<file path="src/rtl/riscv_pkg.sv">
// Shared types and encodings for the multicycle RV32I control unit.
// CU_ILLEGAL_TRAP_EN adds the TRAP state to cu_state_t.
package riscv_pkg;

   typedef enum logic [3:0] {
      S_FETCH    = 4'd0,
      S_DECODE   = 4'd1,
      S_MEMADR   = 4'd2,
      S_MEMREAD  = 4'd3,
      S_MEMWB    = 4'd4,
      S_MEMWRITE = 4'd5,
      S_EXECR    = 4'd6,
      S_EXECI    = 4'd7,
      S_ALUWB    = 4'd8,
      S_BRANCH   = 4'd9,
      S_JAL      = 4'd10,
      S_JALR     = 4'd11,
      S_JALWB    = 4'd12,
      S_LUI      = 4'd13
`ifdef CU_ILLEGAL_TRAP_EN
      ,
      S_TRAP     = 4'd14
`endif
   } cu_state_t;

   typedef enum logic [1:0] {
      AOP_ADD    = 2'd0,
      AOP_RTYPE  = 2'd1,
      AOP_ITYPE  = 2'd2,
      AOP_BRANCH = 2'd3
   } alu_op_t;

   localparam logic [6:0] OP_LOAD   = 7'b0000011;
   localparam logic [6:0] OP_STORE  = 7'b0100011;
   localparam logic [6:0] OP_R      = 7'b0110011;
   localparam logic [6:0] OP_I      = 7'b0010011;
   localparam logic [6:0] OP_BRANCH = 7'b1100011;
   localparam logic [6:0] OP_JAL    = 7'b1101111;
   localparam logic [6:0] OP_JALR   = 7'b1100111;
   localparam logic [6:0] OP_LUI    = 7'b0110111;

   localparam logic [3:0] ALU_ADD   = 4'b0000;
   localparam logic [3:0] ALU_SUB   = 4'b0001;
   localparam logic [3:0] ALU_AND   = 4'b0010;
   localparam logic [3:0] ALU_OR    = 4'b0011;
   localparam logic [3:0] ALU_XOR   = 4'b0100;
   localparam logic [3:0] ALU_SLT   = 4'b0101;
   localparam logic [3:0] ALU_SLTU  = 4'b0110;
   localparam logic [3:0] ALU_SLL   = 4'b0111;
   localparam logic [3:0] ALU_SRL   = 4'b1000;
   localparam logic [3:0] ALU_SRA   = 4'b1001;
   localparam logic [3:0] ALU_PASSB = 4'b1111;

   localparam logic [2:0] IMM_I = 3'b000;
   localparam logic [2:0] IMM_S = 3'b001;
   localparam logic [2:0] IMM_B = 3'b010;
   localparam logic [2:0] IMM_J = 3'b011;
   localparam logic [2:0] IMM_U = 3'b100;

   localparam logic [1:0] RES_ALUOUT    = 2'b00;
   localparam logic [1:0] RES_DATA      = 2'b01;
   localparam logic [1:0] RES_ALURESULT = 2'b10;

   localparam logic [1:0] SRCA_PC    = 2'b00;
   localparam logic [1:0] SRCA_OLDPC = 2'b01;
   localparam logic [1:0] SRCA_RD1   = 2'b10;

   localparam logic [1:0] SRCB_RD2  = 2'b00;
   localparam logic [1:0] SRCB_IMM  = 2'b01;
   localparam logic [1:0] SRCB_FOUR = 2'b10;

   // Successor of DECODE for a given opcode; unknown opcodes restart the fetch.
   function automatic cu_state_t decode_next(input logic [6:0] opcode);
      case (opcode)
         OP_LOAD, OP_STORE: return S_MEMADR;
         OP_R:              return S_EXECR;
         OP_I:              return S_EXECI;
         OP_BRANCH:         return S_BRANCH;
         OP_JAL:            return S_JAL;
         OP_JALR:           return S_JALR;
         OP_LUI:            return S_LUI;
         default:           return S_FETCH;
      endcase
   endfunction

endpackage

</file>
<file path="src/rtl/alu_decoder.sv">
// Maps op class, funct3 and funct7[5] to an ALU operation plus an illegal-combination flag.
module alu_decoder
   import riscv_pkg::*;
(
   input  alu_op_t    op_i,
   input  logic [2:0] funct3_i,
   input  logic       funct7b5_i,
   output logic [3:0] alu_ctrl_o,
   output logic       illegal_o
);

   logic [3:0] ctrl_s;
   logic       illegal_s;
   logic       is_r_s;

   assign is_r_s = (op_i == AOP_RTYPE);

   // Illegal R/I combinations fall back to add so the instruction still retires.
   always_comb begin
      ctrl_s    = ALU_ADD;
      illegal_s = 1'b0;
      case (op_i)
         AOP_BRANCH: begin
            ctrl_s    = ALU_SUB;
            illegal_s = (funct3_i == 3'b010) || (funct3_i == 3'b011);
         end
         AOP_RTYPE, AOP_ITYPE: begin
            case (funct3_i)
               3'b000: ctrl_s = (is_r_s && funct7b5_i) ? ALU_SUB : ALU_ADD;
               3'b001: ctrl_s = ALU_SLL;
               3'b010: ctrl_s = ALU_SLT;
               3'b011: ctrl_s = ALU_SLTU;
               3'b100: ctrl_s = ALU_XOR;
               3'b101: ctrl_s = funct7b5_i ? ALU_SRA : ALU_SRL;
               3'b110: ctrl_s = ALU_OR;
               3'b111: ctrl_s = ALU_AND;
               default: ctrl_s = ALU_ADD;
            endcase
            if (is_r_s) begin
               illegal_s = funct7b5_i && (funct3_i != 3'b000) && (funct3_i != 3'b101);
            end else begin
               illegal_s = funct7b5_i && (funct3_i == 3'b001);
            end
            if (illegal_s) begin
               ctrl_s = ALU_ADD;
            end else begin
               ctrl_s = ctrl_s;
            end
         end
         default: ctrl_s = ALU_ADD;
      endcase
   end

   assign alu_ctrl_o = ctrl_s;
   assign illegal_o  = illegal_s;

endmodule

</file>
<file path="src/rtl/multicycle_control_unit.sv">
// Multicycle RV32I control FSM with a timed memory handshake and sticky MemFault.
// Build option CU_ILLEGAL_TRAP_EN: illegal instructions lock the FSM in TRAP until reset.
module multicycle_control_unit
   import riscv_pkg::*;
#(
   parameter int ALU_CTRL_W  = 4,
   parameter int IMM_SRC_W   = 3,
   parameter int MEM_TIMEOUT = 16
) (
   input  logic                  clk,
   input  logic                  rst_n,
   input  logic [31:0]           Instr,
   input  logic                  Zero,
   input  logic                  Lt,
   input  logic                  Ltu,
   input  logic                  MemReady,
   output logic                  MemReq,
   output logic                  MemWrite,
   output logic                  AdrSrc,
   output logic                  IRWrite,
   output logic                  PCWrite,
   output logic                  RegWrite,
   output logic [1:0]            ResultSrc,
   output logic [1:0]            ALUSrcA,
   output logic [1:0]            ALUSrcB,
   output logic [ALU_CTRL_W-1:0] ALUControl,
   output logic [IMM_SRC_W-1:0]  ImmSrc,
   output logic                  MemFault,
   output logic                  IllegalInstr
);

   localparam int               CNT_W    = $clog2(MEM_TIMEOUT + 1);
   localparam logic [CNT_W-1:0] CNT_LAST = CNT_W'(MEM_TIMEOUT - 1);

   cu_state_t        state_q, state_d;
   logic [CNT_W-1:0] wait_q, wait_d;
   logic             fault_q, fault_d;

   logic [6:0] opcode_s;
   logic [2:0] funct3_s;
   alu_op_t    aop_s;
   logic       op_known_s;
   logic [3:0] dec_ctrl_s;
   logic       dec_illegal_s;
   logic       mem_state_s, timeout_s;
   logic       mem_req_s, mem_write_s, adr_src_s, ir_write_s, pc_write_s, reg_write_s, illegal_s;
   logic [1:0] result_src_s, src_a_s, src_b_s;
   logic [3:0] alu_ctrl_s;
   logic [2:0] imm_src_s;
   logic       unused_s;

   assign opcode_s = Instr[6:0];
   assign funct3_s = Instr[14:12];
   assign unused_s = ^{Instr[31], Instr[29:15], Instr[11:7], op_known_s, dec_illegal_s, illegal_s};

   // Opcode classification for the shared ALU decoder.
   always_comb begin
      aop_s      = AOP_ADD;
      op_known_s = 1'b1;
      case (opcode_s)
         OP_R:      aop_s = AOP_RTYPE;
         OP_I:      aop_s = AOP_ITYPE;
         OP_BRANCH: aop_s = AOP_BRANCH;
         OP_LOAD, OP_STORE, OP_JAL, OP_JALR, OP_LUI: aop_s = AOP_ADD;
         default:   op_known_s = 1'b0;
      endcase
   end

   alu_decoder u_alu_dec (
      .op_i       (aop_s),
      .funct3_i   (funct3_s),
      .funct7b5_i (Instr[30]),
      .alu_ctrl_o (dec_ctrl_s),
      .illegal_o  (dec_illegal_s)
   );

   assign mem_state_s = (state_q == S_FETCH) || (state_q == S_MEMREAD) || (state_q == S_MEMWRITE);
   // A MemReady arriving on the last allowed cycle still counts as success.
   assign timeout_s   = mem_state_s && !MemReady && (wait_q == CNT_LAST);

   // Next state, wait counter and Moore outputs (PCWrite/IRWrite qualified where noted).
   always_comb begin
      state_d      = state_q;
      mem_req_s    = 1'b0;
      mem_write_s  = 1'b0;
      adr_src_s    = 1'b0;
      ir_write_s   = 1'b0;
      pc_write_s   = 1'b0;
      reg_write_s  = 1'b0;
      illegal_s    = 1'b0;
      result_src_s = RES_ALUOUT;
      src_a_s      = SRCA_PC;
      src_b_s      = SRCB_RD2;
      alu_ctrl_s   = ALU_ADD;
      imm_src_s    = IMM_I;
      fault_d      = fault_q | timeout_s;
      if (mem_state_s && !MemReady && !timeout_s) begin
         wait_d = wait_q + 1'b1;
      end else begin
         wait_d = '0;
      end
      case (state_q)
         S_FETCH: begin
            mem_req_s    = 1'b1;
            src_b_s      = SRCB_FOUR;
            result_src_s = RES_ALURESULT;
            ir_write_s   = MemReady;
            pc_write_s   = MemReady;
            state_d      = MemReady ? S_DECODE : S_FETCH;
         end
         S_DECODE: begin
            src_a_s   = SRCA_OLDPC;
            src_b_s   = SRCB_IMM;
            imm_src_s = IMM_B;
`ifdef CU_ILLEGAL_TRAP_EN
            state_d   = (!op_known_s || dec_illegal_s) ? S_TRAP : decode_next(opcode_s);
`else
            state_d   = decode_next(opcode_s);
`endif
         end
         S_MEMADR: begin
            src_a_s   = SRCA_RD1;
            src_b_s   = SRCB_IMM;
            imm_src_s = (opcode_s == OP_STORE) ? IMM_S : IMM_I;
            state_d   = (opcode_s == OP_STORE) ? S_MEMWRITE : S_MEMREAD;
         end
         S_MEMREAD: begin
            mem_req_s = 1'b1;
            adr_src_s = 1'b1;
            if (MemReady) begin
               state_d = S_MEMWB;
            end else if (timeout_s) begin
               state_d = S_FETCH;
            end else begin
               state_d = S_MEMREAD;
            end
         end
         S_MEMWB: begin
            result_src_s = RES_DATA;
            reg_write_s  = 1'b1;
            state_d      = S_FETCH;
         end
         S_MEMWRITE: begin
            mem_req_s   = 1'b1;
            mem_write_s = 1'b1;
            adr_src_s   = 1'b1;
            if (MemReady || timeout_s) begin
               state_d = S_FETCH;
            end else begin
               state_d = S_MEMWRITE;
            end
         end
         S_EXECR, S_EXECI: begin
            src_a_s    = SRCA_RD1;
            src_b_s    = (state_q == S_EXECI) ? SRCB_IMM : SRCB_RD2;
            alu_ctrl_s = dec_ctrl_s;
            state_d    = S_ALUWB;
         end
         S_ALUWB: begin
            reg_write_s = 1'b1;
            state_d     = S_FETCH;
         end
         S_BRANCH: begin
            src_a_s    = SRCA_RD1;
            alu_ctrl_s = ALU_SUB;
            case (funct3_s)
               3'b000:  pc_write_s = Zero;
               3'b001:  pc_write_s = !Zero;
               3'b100:  pc_write_s = Lt;
               3'b101:  pc_write_s = !Lt;
               3'b110:  pc_write_s = Ltu;
               3'b111:  pc_write_s = !Ltu;
               default: pc_write_s = 1'b0;
            endcase
            state_d = S_FETCH;
         end
         S_JAL: begin
            src_a_s    = SRCA_OLDPC;
            src_b_s    = SRCB_FOUR;
            pc_write_s = 1'b1;
            state_d    = S_ALUWB;
         end
         S_JALR: begin
            src_a_s      = SRCA_RD1;
            src_b_s      = SRCB_IMM;
            result_src_s = RES_ALURESULT;
            pc_write_s   = 1'b1;
            state_d      = S_JALWB;
         end
         S_JALWB: begin
            src_a_s      = SRCA_OLDPC;
            src_b_s      = SRCB_FOUR;
            result_src_s = RES_ALURESULT;
            reg_write_s  = 1'b1;
            state_d      = S_FETCH;
         end
         S_LUI: begin
            src_b_s    = SRCB_IMM;
            imm_src_s  = IMM_U;
            alu_ctrl_s = ALU_PASSB;
            state_d    = S_ALUWB;
         end
`ifdef CU_ILLEGAL_TRAP_EN
         S_TRAP: begin
            illegal_s = 1'b1;
            state_d   = S_TRAP;
         end
`endif
         default: state_d = S_FETCH;
      endcase
   end

   // State register, memory wait counter and sticky fault flag.
   always_ff @(posedge clk) begin
      if (!rst_n) begin
         state_q <= S_FETCH;
         wait_q  <= '0;
         fault_q <= 1'b0;
      end else begin
         state_q <= state_d;
         wait_q  <= wait_d;
         fault_q <= fault_d;
      end
   end

   assign MemReq     = rst_n & mem_req_s;
   assign MemWrite   = rst_n & mem_write_s;
   assign AdrSrc     = rst_n & adr_src_s;
   assign IRWrite    = rst_n & ir_write_s;
   assign PCWrite    = rst_n & pc_write_s;
   assign RegWrite   = rst_n & reg_write_s;
   assign ResultSrc  = rst_n ? result_src_s : 2'b00;
   assign ALUSrcA    = rst_n ? src_a_s : 2'b00;
   assign ALUSrcB    = rst_n ? src_b_s : 2'b00;
   assign ALUControl = rst_n ? ALU_CTRL_W'(alu_ctrl_s) : '0;
   assign ImmSrc     = rst_n ? IMM_SRC_W'(imm_src_s) : '0;
   assign MemFault   = fault_q;
`ifdef CU_ILLEGAL_TRAP_EN
   assign IllegalInstr = rst_n & illegal_s;
`else
   assign IllegalInstr = 1'b0;
`endif

endmodule

</file>
<file path="config.mk">
export PLATFORM = sky130hd
export DESIGN_NAME = multicycle_control_unit
export DESIGN_NICKNAME = d
export VERILOG_FILES = /design/src/rtl/riscv_pkg.sv /design/src/rtl/alu_decoder.sv /design/src/rtl/multicycle_control_unit.sv
export SDC_FILE = /design/constraint.sdc
export NUM_CORES = 1
export LEC_CHECK = 0
export ABC_AREA = 1
export BUFFER_PORTS_ARGS = -buffer_cell sky130_fd_sc_hd__buf_4
export CAP_MARGIN = 20
export CORE_ASPECT_RATIO = 1.75
export CORE_UTILIZATION = 48
export DETAILED_ROUTE_END_ITERATION = 16
export PLACE_DENSITY = 0.85
export SETUP_SLACK_MARGIN = 0.1
export SKIP_CTS_REPAIR_TIMING = 1
export SYNTH_ARGS = -nofsm -noshare
export SYNTH_HDL_FRONTEND = slang
export SYNTH_SLANG_ARGS = --single-unit
</file>
<file path="constraint.sdc">
create_clock -name clk -period 5.7 [get_ports clk]
set_input_delay 1.14 -clock clk [delete_from_list [all_inputs] [get_ports clk]]
set_output_delay 1.14 -clock clk [all_outputs]
set_load 0.1 [all_outputs]
</file>
### Yosys cells after proc, flatten, opt, wreduce, memory -nomap -nowiden

Cells that the tools add are included.
Widths: inputs -> output; s select.

| storage, ports and cells | value |
|---|---|
| output and inout port bits | 21 |
| ROM bits | 0 |
| memory bits (writable) | 0 |
| memories kept | 0 |
| latch bits | 0 |
| register bits | 10 |

| operators by class | value |
|---|---|
| eq/ne operators | 33 |
| shifts and indexed selects | 0 |
| magnitude comparators | 0 |
| div/mod/pow operators | 0 |
| reductions and logical operators | 32 |
| add/subtract/negate cells | 1 |
| bitwise logic cells | 7 |
| muxes and demuxes | 34 |
| multiply operators | 0 |

Operators with widths:

| cell | count |
|---|---|
| $pmux 4 s7 | 2 |
| $pmux 4 s8 | 1 |
| $eq 4x4->1 const B | 6 |
| $eq 7x6->1 const B | 3 |
| $eq 7x7->1 const B | 3 |
| $eq 4x3->1 const B | 4 |
| $reduce_or 3->1 | 5 |
| $eq 3x3->1 const B | 4 |
| $mux 1 | 12 |
| $mux 3 | 4 |
| $pmux 2 s3 | 2 |
| $pmux 4 s3 | 1 |
| $reduce_or 2->1 | 5 |
| $pmux 3 s3 | 1 |
| $eq 4x2->1 const B | 2 |
| $mux 2 | 4 |
| $mux 4 | 2 |
| $pmux 2 s2 | 2 |
| $pmux 4 s2 | 1 |
| $reduce_or 4->1 | 2 |
| $eq 7x2->1 const B | 1 |
| $eq 7x5->1 const B | 1 |
| $logic_and 1x1->1 | 7 |
| $and 1x1->1 | 6 |
| 18 further kinds | 26 |

### Logic depth before layout (Yosys ltp)

| depth | value |
|---|---|
| depth after elaboration | 10 |
| mapped depth | 16 |

### By module

Synthesis repeated with hierarchy kept, for this count alone.

| unflattened totals | value |
|---|---|
| cells, all modules | 211 |
| area, all modules | 1186.1 µm² |

Modules (own cells, without submodules):

| module | instances | area an instance (µm²) | cells each | seq. area each (µm²) |
|---|---|---|---|---|
| multicycle_control_unit | 1 | 973.4 | 172 | 200.2 |
| alu_decoder | 1 | 212.7 | 39 | 0.0 |

### Worst setup path before layout

Ideal clock, no wire load.

| timing path | value |
|---|---|
| path kind | in2out |
| from | input Instr[1] |
| to | output ImmSrc[0] |
| buffers on the path | 0 |
| stages on the path | 6 |
| slack | 0.213 ns |
| arrival time | 4.347 ns |
| cell sequence | nand2_1 > inv_1 > nand2_1 > nor2_1 > inv_1 > nor4_1 |

| on the way | value |
|---|---|
| longest elaborated chain between the ends | 4 |

RTL lines:

| item | RTL line | RTL |
|---|---|---|
| from (decl) | multicycle_control_unit.sv:12 | `input logic [31:0] Instr,` |
| $eq 7x6->1 | n/a |  |
| $mux 1 | multicycle_control_unit.sv:124 | `imm_src_s = (opcode_s == OP_STORE) ? IMM_S : IMM_I;` |
| $pmux 3 s3 | multicycle_control_unit.sv:102 | `case (state_q)` |
| $mux 3 | multicycle_control_unit.sv:236 | `assign ImmSrc = rst_n ? IMM_SRC_W'(imm_src_s) : '0;` |
| to (decl) | multicycle_control_unit.sv:27 | `output logic [IMM_SRC_W-1:0] ImmSrc,` |

Every way passes these cells.

### Final worst setup path

| timing path | value |
|---|---|
| from | input Instr[4] |
| to | output ALUControl[0] |

| on the way | value |
|---|---|
| longest elaborated chain between the ends | 10 |
| elaborated cells between the ends (all ways) | 17 |
| those cells by class | 6 x eq/ne; 9 x mux; 2 x reduce/logical |

RTL lines:

| item | RTL line | RTL |
|---|---|---|
| $eq 7x7->1, or another cell as far along | multicycle_control_unit.sv:60 | `case (opcode_s)` |
| $pmux 2 s3 * | multicycle_control_unit.sv:60 |  |
| $eq 2x1->1 | alu_decoder.sv:16, alu_decoder.sv:22 |  |
| $logic_and 1x1->1 | alu_decoder.sv:29 | `3'b000: ctrl_s = (is_r_s && funct7b5_i) ? ALU_SUB : ALU_ADD;` |
| $mux 1 | alu_decoder.sv:29 |  |
| $pmux 4 s8 | alu_decoder.sv:28 | `case (funct3_i)` |
| $mux 4 | alu_decoder.sv:44 | `if (illegal_s) begin` |
| $pmux 4 s2 * | alu_decoder.sv:22 | `case (op_i)` |
| $pmux 4 s3 * | multicycle_control_unit.sv:102 |  |
| $mux 4 * | multicycle_control_unit.sv:235 | `assign ALUControl = rst_n ? ALU_CTRL_W'(alu_ctrl_s) : '0;` |
| to (decl) | multicycle_control_unit.sv:26 | `output logic [ALU_CTRL_W-1:0] ALUControl,` |

Mark *: on every way between the ends. The rest lies on a longest branch, timed or not. The select of a mux whose other input is x is not followed.

==> metrics.md <==
| Metric | Value |
|---|---|
| Status | `complete, no violations` |
| Initial antenna violation count | `0` |
| Die W | `38.5 um` |
| Initial Util | `0.521` |
| Uppermost layer routed | `met4` |
| Register area share after synthesis | `0.179` |
| Total GRT Usage | `0.239` |
| Root Driver | `clkbuf_4` |
| Iter 0 DRT Violations | `48` |
| Post-synth top area cell | `dfxtp_1` |
| Top post-synthesis cells by area | `dfxtp_1 18%, nand2_1 15%, inv_1 12%` |
| Required @ worst endpoint | `4.56 ns` |
| Setup Skew | `0.00296 ns` |
| Avg WL per Cell | `10.2 um` |
| # clock sinks | `10` |
| Skew-Pair Late Insertion Delay | `0.26 ns` |
| Layout Cells excl Fill | `261` |
| CTS H-tree depth | `1` |
| Antenna diode count | `0` |
| Distinct cells, synth | `30` |
| Achievable Freq | `0.232 GHz` |
| Nets | `281` |
| Fillers | `217` |
| Buffers on Ports | `36` |
| HP Class | `reg -> reg` |
| Vias per cell | `5.07` |
| DRC | `0` |
| Hold_ws | `0.452 ns` |
| Clk buf depth | `2` |
| Cell Int Power | `131 uW` |
| Crit-path max FO | `5` |
| Post-Syn Area | `1120 um2` |
| DIE AREA | `2530 um2` |
| Max-cap violations | `0` |
| Routability congestion estimate | `0.810` |
| Yosys warning count | `0` |
| Die H | `65.9 um` |
| Design Power | `213 uW` |
| Rel. slew slack | `0.547` |
| Critical Path AT | `3.18 ns` |
| Largest net degree at the start of global routing | `23` |
| WL met3 | `93 um` |
| Final period utilization | `0.758` |
| Crit Path Category | `in -> out` |
| CTS Buf Count | `3` |
| Avg Inst Size Synth | `5.57 um2` |
| Worst setup EP type | `output port` |
| Comb pwr share | `0.360` |
| Pwr dens | `148 nW/um2` |
| Worst-path cell chain | `buf_4, inv_1, nand2_1, nor2_1, nand2_1, nand2_1, inv_1, ha_1, a21oi_1, nand2_1, nor2_1, nand2_1, nand2_1, nand2_1, a21oi_1, buf_4` |
| Yosys top cell area share | `0.179` |
| Ports | `59` |
| CTS tree | `yes` |
| Final count of hold timing violations | `0` |
| Minimum clock period | `4.32 ns` |
| Sequential share of power | `0.340` |
| First-pass GRT wire length | `4520 um` |
| Max VDD drop | `128 uV` |
| Syn_nets | `244` |
| Vias in the first global route | `1200` |
| RSZ-0062 raised after global routing | `false` |
| Critical path's most frequent cell | `nand2_1` |
| Switching Share | `0.386` |
| Fin util | `0.668` |
| Fin. max-slew vios | `0` |
| Core area | `2150 um2` |
| Placed insts | `257` |
| Pre-antenna DRT Iters | `4` |
| WL met2 | `1540 um` |
| Largest stage delay on the critical path | `0.33 ns` |
| DR vias | `1324` |
| Share of layout cells above drive strength 1 | `0.249` |
| Synth-to-layout area growth | `28.3%` |
| Final WL | `2670 um` |
| Gr ovfl total | `0` |
| Slowest CP cell | `ha_1` |
| Wl on met1 | `1030 um` |
| # rows | `22` |
| Leakage | `0.769 nW` |
| Startpoint types | `input pin` |
| Tightest Pin Transition | `0.678 ns` |
| Post-route setup TNS | `0 ns` |
| Clock Power Share | `0.300` |
| Yosys reg bits | `10` |
| Detailed Place HPWL | `2250 um` |
| Post-DRT Antenna Nets | `0` |
| Net switching power | `82.0 uW` |
| Final setup vio count | `0` |
| Post-Synthesis Cells | `201` |
| Reg clk slew, reported paths | `0.06 ns` |
layout make-up:
class	count	area [um2]	share of cell area
sequential	10	200	0.139
inverter	41	154	0.107
timing repair buffer	36	270	0.188
tap	24	30.0	0.0209
multi-input combinational	146	744	0.519
clock buffer	4	36.3	0.0253
through the flow:
step                worst slack [ns]  area, um2
floorplan                      0.213       1120
global placement                1.40       1400
detailed placement              1.40       1400
CTS                             1.39       1440
global route                    1.12       1440
finish                          1.38       1440
logic make-up after synthesis:
logic type	Yosys count	share of synthesized area
adder cells (fa/ha/maj)	5	0.0559
AO/OA/AOI/OAI	31	0.169
flip-flops	10	0.179
XOR/XNOR	1	0.00783
AND/OR/NAND/NOR	108	0.430
buffers and inverters	45	0.155
other	1	0.00335
worst paths after layout:
path,startpoint,end,slack [ns],depth (start not counted)
max,Instr[4],ALUControl[0],1.38,16
min,wait_q[0]$_SDFF_PN0_,wait_q[0]$_SDFF_PN0_,0.45,1
max reg2reg,wait_q[0]$_SDFF_PN0_,state_q[0]$_SDFF_PN0_,4.26,7
min reg2reg,wait_q[0]$_SDFF_PN0_,wait_q[0]$_SDFF_PN0_,0.45,1
power by group through the flow:
stage | combinational, mW | clock (mW) | sequential [mW]
5_1_grt | 0.0827 | 0.0698 | 0.0725
4_1_cts | 0.0769 | 0.0663 | 0.0723
3_3_place_gp | 0.0763 | 0 | 0.0738
3_5_place_dp | 0.0767 | 0 | 0.0739
2_1_floorplan | 0.0562 | 0 | 0.0737
6_report | 0.0765 | 0.0637 | 0.0723
critical path, delay by kind of cell:
kind,cells,cell delay [ns]
simple gates,9,0.87
buf+inv,4,0.56
compound gates,2,0.28
fa+ha+maj,1,0.33
state kept, by name, indices dropped and copies added (netlist names):
signal	cells
wait_q	5
state_q	4
MemFault	1
routing by layer:
metal / GRT usage / vias to the layer above
li1: - / 704
met1: 0.240 / 587
met2: 0.467 / 31
met5: 0 / -
met4: 0.0776 / 0
met3: 0.0236 / 2
cells in the mapped netlist (all sizes together):
| cell | number |
|---|---|
| ha | 5 |
| nand4 | 2 |
| nor3 | 5 |
| a21oi | 14 |
| buf | 3 |
| nor4 | 1 |
| a211oi | 1 |
| o21a | 1 |
| nand3 | 15 |
| dfxtp | 10 |
| clkbuf | 1 |
| o211ai | 3 |
| conb | 1 |
| inv | 41 |
| o21ai | 10 |
| nand2 | 50 |
| or2 | 1 |
| a31oi | 2 |
| xor2 | 1 |
| nor2 | 34 |
cell usage in the layout, fill, tap and decap left out, drive strengths merged:
cell	netlist	final
nand2	50	50
inv	41	41
buf	3	36
nor2	34	34
nand3	15	15
a21oi	14	14
dfxtp	10	10
o21ai	10	10
nor3	5	5
ha	5	5
clkbuf	1	4
o211ai	3	3
nand4	2	2
a31oi	2	2
nor4	1	1
or2	1	1
o21a	1	1
a211oi	1	1
xor2	1	1
conb	1	1
Note: power is estimated with default switching activity, not from simulation.
